File: src/rtl/pipe_ctrl_pkg.sv
// Shared encodings and control-bundle types for the pipelined main control.
package pipe_ctrl_pkg;

  localparam logic [6:0] OP_R      = 7'b0110011;
  localparam logic [6:0] OP_I_ALU  = 7'b0010011;
  localparam logic [6:0] OP_LOAD   = 7'b0000011;
  localparam logic [6:0] OP_STORE  = 7'b0100011;
  localparam logic [6:0] OP_BRANCH = 7'b1100011;
  localparam logic [6:0] OP_JAL    = 7'b1101111;
  localparam logic [6:0] OP_JALR   = 7'b1100111;
  localparam logic [6:0] OP_LUI    = 7'b0110111;
  localparam logic [6:0] OP_AUIPC  = 7'b0010111;

  localparam logic [6:0] F7_MULDIV = 7'b0000001;

  localparam logic [1:0] JUMP_NONE   = 2'b00;
  localparam logic [1:0] JUMP_BRANCH = 2'b01;
  localparam logic [1:0] JUMP_JALR   = 2'b10;
  localparam logic [1:0] JUMP_JAL    = 2'b11;

  localparam logic [1:0] ALUOP_ADD  = 2'b00;
  localparam logic [1:0] ALUOP_BCMP = 2'b01;
  localparam logic [1:0] ALUOP_R    = 2'b10;
  localparam logic [1:0] ALUOP_I    = 2'b11;

  localparam logic [1:0] ASEL_RS1  = 2'b00;
  localparam logic [1:0] ASEL_PC   = 2'b01;
  localparam logic [1:0] ASEL_ZERO = 2'b10;

  typedef struct packed {
    logic [1:0] jump;
    logic       branch;
    logic       mem_read;
    logic       mem_to_reg;
    logic [1:0] alu_op;
    logic       mem_write;
    logic       alu_src;
    logic       reg_write;
    logic [1:0] a_sel;
    logic       is_muldiv;
  } ctrl_bundle_t;

  localparam ctrl_bundle_t CTRL_BUBBLE = '0;

  // Only the fields MEM and WB still consume are carried past EX.
  typedef struct packed {
    logic mem_read;
    logic mem_write;
    logic mem_to_reg;
    logic reg_write;
  } mem_ctrl_t;

  typedef struct packed {
    logic mem_to_reg;
    logic reg_write;
  } wb_ctrl_t;

endpackage

File: src/rtl/ctrl_decode.sv
// Combinational opcode/funct7 -> control bundle decoder used in ID.
module ctrl_decode
  import pipe_ctrl_pkg::*;
#(
  parameter bit ENABLE_MULDIV = 1'b1
) (
  input  logic [6:0]   opcode,
  input  logic [6:0]   funct7,
  output ctrl_bundle_t ctrl
);

  // Unknown opcodes fall through to the all-zero bundle.
  always_comb begin
    ctrl = CTRL_BUBBLE;
    unique case (opcode)
      OP_R: begin
        ctrl.alu_op    = ALUOP_R;
        ctrl.reg_write = 1'b1;
        ctrl.is_muldiv = ENABLE_MULDIV && (funct7 == F7_MULDIV);
      end
      OP_I_ALU: begin
        ctrl.alu_op    = ALUOP_I;
        ctrl.alu_src   = 1'b1;
        ctrl.reg_write = 1'b1;
      end
      OP_LOAD: begin
        ctrl.mem_read   = 1'b1;
        ctrl.mem_to_reg = 1'b1;
        ctrl.alu_src    = 1'b1;
        ctrl.reg_write  = 1'b1;
      end
      OP_STORE: begin
        ctrl.mem_write = 1'b1;
        ctrl.alu_src   = 1'b1;
      end
      OP_BRANCH: begin
        ctrl.jump   = JUMP_BRANCH;
        ctrl.branch = 1'b1;
        ctrl.alu_op = ALUOP_BCMP;
      end
      OP_JAL: begin
        ctrl.jump      = JUMP_JAL;
        ctrl.reg_write = 1'b1;
      end
      OP_JALR: begin
        ctrl.jump      = JUMP_JALR;
        ctrl.alu_src   = 1'b1;
        ctrl.reg_write = 1'b1;
      end
      OP_LUI: begin
        ctrl.alu_src   = 1'b1;
        ctrl.reg_write = 1'b1;
        ctrl.a_sel     = ASEL_ZERO;
      end
      OP_AUIPC: begin
        ctrl.alu_src   = 1'b1;
        ctrl.reg_write = 1'b1;
        ctrl.a_sel     = ASEL_PC;
      end
      default: ctrl = CTRL_BUBBLE;
    endcase
  end

endmodule

File: src/rtl/pipe_control.sv
// Pipelined main control: ID decode, ID/EX, EX/MEM, MEM/WB control registers
// and the mul/div EX occupancy counter that stalls the front end.
module pipe_control
  import pipe_ctrl_pkg::*;
#(
  parameter bit ENABLE_MULDIV  = 1'b1,
  parameter int MULDIV_LATENCY = 4,
  parameter int CNT_W          = 4
) (
  input  logic       clk,
  input  logic       reset,
  input  logic       id_valid,
  input  logic [6:0] id_opcode,
  input  logic [6:0] id_funct7,
  input  logic       id_flush,
  input  logic       stall_in,
  input  logic       ex_kill,
  output logic       ex_valid,
  output logic       mem_valid,
  output logic       wb_valid,
  output logic [1:0] ex_jump,
  output logic       ex_branch,
  output logic [1:0] ex_alu_op,
  output logic       ex_alu_src,
  output logic [1:0] ex_a_sel,
  output logic       ex_is_muldiv,
  output logic       ex_mem_read,
  output logic       ex_reg_write,
  output logic       mem_mem_read,
  output logic       mem_mem_write,
  output logic       mem_mem_to_reg,
  output logic       mem_reg_write,
  output logic       wb_mem_to_reg,
  output logic       wb_reg_write,
  output logic       stall_out
);

  if (MULDIV_LATENCY < 1 || MULDIV_LATENCY > 16 || (2 ** CNT_W) <= MULDIV_LATENCY) begin : g_param_check
    $error("pipe_control: MULDIV_LATENCY must be 1..16 and fit in CNT_W bits");
  end

  // Counter reload: the first EX cycle is already spent when it is loaded.
  localparam logic [CNT_W-1:0] CNT_LOAD = CNT_W'(MULDIV_LATENCY - 1);

  ctrl_bundle_t     id_ctrl;
  ctrl_bundle_t     ex_ctrl_q;
  logic             ex_valid_q;
  mem_ctrl_t        mem_ctrl_q;
  logic             mem_valid_q;
  wb_ctrl_t         wb_ctrl_q;
  logic             wb_valid_q;
  logic [CNT_W-1:0] busy_cnt;
  logic             busy;

  ctrl_decode #(.ENABLE_MULDIV(ENABLE_MULDIV)) u_decode (
    .opcode (id_opcode),
    .funct7 (id_funct7),
    .ctrl   (id_ctrl)
  );

  assign busy      = (busy_cnt != '0);
  assign stall_out = busy;

  // ID/EX register and busy counter: kill beats hold, hold beats bubble/load.
  always_ff @(posedge clk) begin
    if (reset || ex_kill) begin
      ex_valid_q <= 1'b0;
      ex_ctrl_q  <= CTRL_BUBBLE;
      busy_cnt   <= '0;
    end else if (busy) begin
      busy_cnt <= busy_cnt - 1'b1;
    end else if (stall_in || id_flush || !id_valid) begin
      ex_valid_q <= 1'b0;
      ex_ctrl_q  <= CTRL_BUBBLE;
    end else begin
      ex_valid_q <= 1'b1;
      ex_ctrl_q  <= id_ctrl;
      busy_cnt   <= id_ctrl.is_muldiv ? CNT_LOAD : '0;
    end
  end

  // EX/MEM register: an instruction still occupying EX sends a bubble forward.
  always_ff @(posedge clk) begin
    if (reset || busy || ex_kill) begin
      mem_valid_q <= 1'b0;
      mem_ctrl_q  <= '0;
    end else begin
      mem_valid_q           <= ex_valid_q;
      mem_ctrl_q.mem_read   <= ex_ctrl_q.mem_read;
      mem_ctrl_q.mem_write  <= ex_ctrl_q.mem_write;
      mem_ctrl_q.mem_to_reg <= ex_ctrl_q.mem_to_reg;
      mem_ctrl_q.reg_write  <= ex_ctrl_q.reg_write;
    end
  end

  // MEM/WB register: never stalls.
  always_ff @(posedge clk) begin
    if (reset) begin
      wb_valid_q <= 1'b0;
      wb_ctrl_q  <= '0;
    end else begin
      wb_valid_q           <= mem_valid_q;
      wb_ctrl_q.mem_to_reg <= mem_ctrl_q.mem_to_reg;
      wb_ctrl_q.reg_write  <= mem_ctrl_q.reg_write;
    end
  end

  assign ex_valid       = ex_valid_q;
  assign ex_jump        = ex_ctrl_q.jump;
  assign ex_branch      = ex_ctrl_q.branch;
  assign ex_alu_op      = ex_ctrl_q.alu_op;
  assign ex_alu_src     = ex_ctrl_q.alu_src;
  assign ex_a_sel       = ex_ctrl_q.a_sel;
  assign ex_is_muldiv   = ex_ctrl_q.is_muldiv;
  assign ex_mem_read    = ex_ctrl_q.mem_read;
  assign ex_reg_write   = ex_ctrl_q.reg_write;
  assign mem_valid      = mem_valid_q;
  assign mem_mem_read   = mem_ctrl_q.mem_read;
  assign mem_mem_write  = mem_ctrl_q.mem_write;
  assign mem_mem_to_reg = mem_ctrl_q.mem_to_reg;
  assign mem_reg_write  = mem_ctrl_q.reg_write;
  assign wb_valid       = wb_valid_q;
  assign wb_mem_to_reg  = wb_ctrl_q.mem_to_reg;
  assign wb_reg_write   = wb_ctrl_q.reg_write;

endmodule

File: config.mk
export PLATFORM = sky130hd
export DESIGN_NAME = pipe_control
export DESIGN_NICKNAME = d
export VERILOG_FILES = /design/src/rtl/pipe_ctrl_pkg.sv /design/src/rtl/ctrl_decode.sv /design/src/rtl/pipe_control.sv
export SDC_FILE = /design/constraint.sdc
export NUM_CORES = 1
export LEC_CHECK = 0
export ABC_AREA = 1
export BUFFER_PORTS_ARGS = -buffer_cell sky130_fd_sc_hd__buf_2
export CAP_MARGIN = 5
export CORE_ASPECT_RATIO = 2
export CORE_MARGIN = 2
export CORE_UTILIZATION = 30
export CTS_BUF_LIST = sky130_fd_sc_hd__clkbuf_8 sky130_fd_sc_hd__clkbuf_16
export DETAILED_ROUTE_END_ITERATION = 6
export GPL_ROUTABILITY_DRIVEN = 0
export PLACE_DENSITY = 0.64
export SETUP_SLACK_MARGIN = 0.2
export SYNTH_ARGS = -nofsm -noshare
export SYNTH_HDL_FRONTEND = slang
export SYNTH_SLANG_ARGS = --single-unit
File: constraint.sdc
create_clock -name clk -period 1.8 [get_ports clk]
set_clock_uncertainty 0.15 [all_clocks]
set_input_delay 0.09 -clock clk [delete_from_list [all_inputs] [get_ports clk]]
set_output_delay 0.09 -clock clk [all_outputs]
set_load 0.02 [all_outputs]
==> results_dict.tcl <==
set metrics [dict create \
    status "completed" \
    synth_flop_cell "dfxtp_1" \
    fp.dieW_um 47.2 \
    grt_pass1_vias 1064 \
    drt_iter0_drc 13 \
    hold_viol_final 0 \
    min_path_type "input pin to register" \
    num_vias 1104 \
    via_per_inst 4.40 \
    critPathMaxStageDelay_ps 340 \
    grt_antenna_before_repair 0 \
    overflow 0 \
    io_pins 41 \
    dr.pass1.iters 4 \
    r2r_cells 8 \
    slew_violations 0 \
    hold_ws_ps 12.5 \
    cts.root.buffer_cell "clkbuf_8" \
    cts_buffers 3 \
    fin_crit_sh_pct 83.4 \
    cts_sinks 24 \
    powerDensity_nw_per_um2 1100 \
    max_slew_margin_pct 77.3 \
    period_needed_ps 1500 \
    power.leakage_nw 0.709 \
    nets 224 \
    synth_seq_area_share_pct 43.0 \
    grt_usage_pct 12.6 \
    mostFrequentLayoutCell "buf_2" \
    rsz0062_at_grt "false" \
    portBuffers 40 \
    finalSetupViolations 0 \
    drv_cap 0 \
    fmax_mhz 666 \
    drc_errors 0 \
    cts_tree "yes" \
    synth_area_um2 1120 \
    start_util_pct 31.0 \
    holdPathStages 4 \
    critPathKind "register to register" \
    hpwl_mm 2.03 \
    ys_seq_elements 24 \
    worstPathCellList "inv_2 -> ha_4 -> nand2_2 -> nor2_4 -> nand3_4 -> nor2_4 -> inv_2 -> o21ai_1" \
    tightestPinTransition_ps 340 \
    largest_reg_flops 4 \
    cp-end-kind "register" \
    critPathLaunchType "register" \
    area_growth_pct 27.2 \
    grt_start_max_net_pins 14 \
    diodes 0 \
    cp_slowest_cell "dfxtp_2" \
    routedWlPerCell_um 9.86 \
    synth-edff-count 0 \
    die_h_um 90.3 \
    yosys.cell_types.count 20 \
    synth.avg_cell_area_um2 6.85 \
    critical_path_required_ps 1840 \
    rows 31 \
    drive_gt1_share_pct 32.2 \
    final_cell_mix "buf_2, nand2_1, nor2_1" \
    clock_latency_ps 260 \
    syn_inst 163 \
    cp_max_fo 8 \
    fill_cells 402 \
    fp.coreArea_um2 3610 \
    synth_fp_nets 184 \
    peakVddDrop_uv 383 \
    cts_buffer_depth 2 \
    ant_nets 0 \
    regMostFlops "busy_cnt" \
    synth_warnings 0 \
    htreeDepth 1 \
    clk_pin_slew_ps 90 \
    grt_pass1_wl_mm 4.09 \
    async_flop_share_pct 0 \
    cp.arrival_ps 1540 \
    die_area_um2 4260 \
    wl_mm 2.48 \
    tns_ps 0 \
]
==> area by class of cell <==
type,instances,area [um^2],share of cell area (%)
multi-input combinational,107,510,35.9
sequential,24,483,34.0
inverter,25,93.8,6.60
tap,49,61.3,4.31
timing repair buffer,42,218,15.3
clock buffer,4,55.1,3.87
==> cell families after synthesis <==
kind of cell | synth area share, %
buf+inv | 13.1
simple gates | 36.7
compound gates | 6.05
flops | 43.0
fa+ha+maj | 1.12
==> worst max-delay path: cells and delay by family, from the launching register on <==
family | cells | cell delay (ps)
fa+ha+maj | 1 | 150
compound gates | 1 | 120
flops | 1 | 340
simple gates | 4 | 520
buf+inv | 2 | 130
==> synthesized netlist by cell type, types with 3 or more instances <==
| library cell | count | area [um^2] |
|---|---|---|
| a21oi_1 | 3 | 15.0 |
| buf_4 | 7 | 52.6 |
| dfxtp_1 | 24 | 480 |
| inv_1 | 19 | 71.3 |
| inv_2 | 6 | 22.5 |
| nand2_1 | 39 | 146 |
| nand3_1 | 10 | 50.1 |
| nor2_1 | 31 | 116 |
| o21ai_0 | 3 | 15.0 |
| o21ai_1 | 5 | 25.0 |
==> per-stage QoR <==
step	utilization, %	cell area, um^2	power (mW)	setup WS, ps	cells
floorplan	-	1120	0.987	391	163
global placement	36.8	1330	1.12	291	245
detailed placement	36.8	1330	1.12	233	245
CTS	38.6	1390	1.48	205	250
global route	39.4	1420	1.68	192	251
finish	39.4	1420	1.56	299	251
==> layer usage <==
metal | global-route usage, % | part of all wire [%] | vias to the layer above | wire length (um)
li1 | - | - | 577 | -
met1 | 12.2 | 38 | 491 | 931
met2 | 23.7 | 55 | 32 | 1370
met3 | 1.00 | 5.0 | 4 | 125
met4 | 6.02 | 2.0 | 0 | 50
met5 | 0 | 0 | - | 0
==> report_power, final <==
group / total (mW) / switching, mW / internal, mW
logic: 0.592 / 0.367 / 0.225
clock network: 0.361 / 0.166 / 0.195
registers: 0.608 / 0.0377 / 0.571
total: 1.56 / 0.571 / 0.991
==> timing repair <==
item / CTS / global route
setup buffers: 0 / 1
hold endpoints to repair: 3 / 0
hold buffers: 1 / 0
endpoints found under the setup margin: 0 / 15
gates resized for setup: 0 / 7
==> worst paths after layout <==
path | start | to | slack, ps
worst max-delay path | busy_cnt[0] | ex_jump[1] | 300
worst min-delay path | ex_kill | busy_cnt[0] | 10
worst max register to register | busy_cnt[0] | ex_jump[1] | 300
worst min register to register | mem_valid | wb_valid | 270
Note: power is estimated with default switching activity, not from simulation.
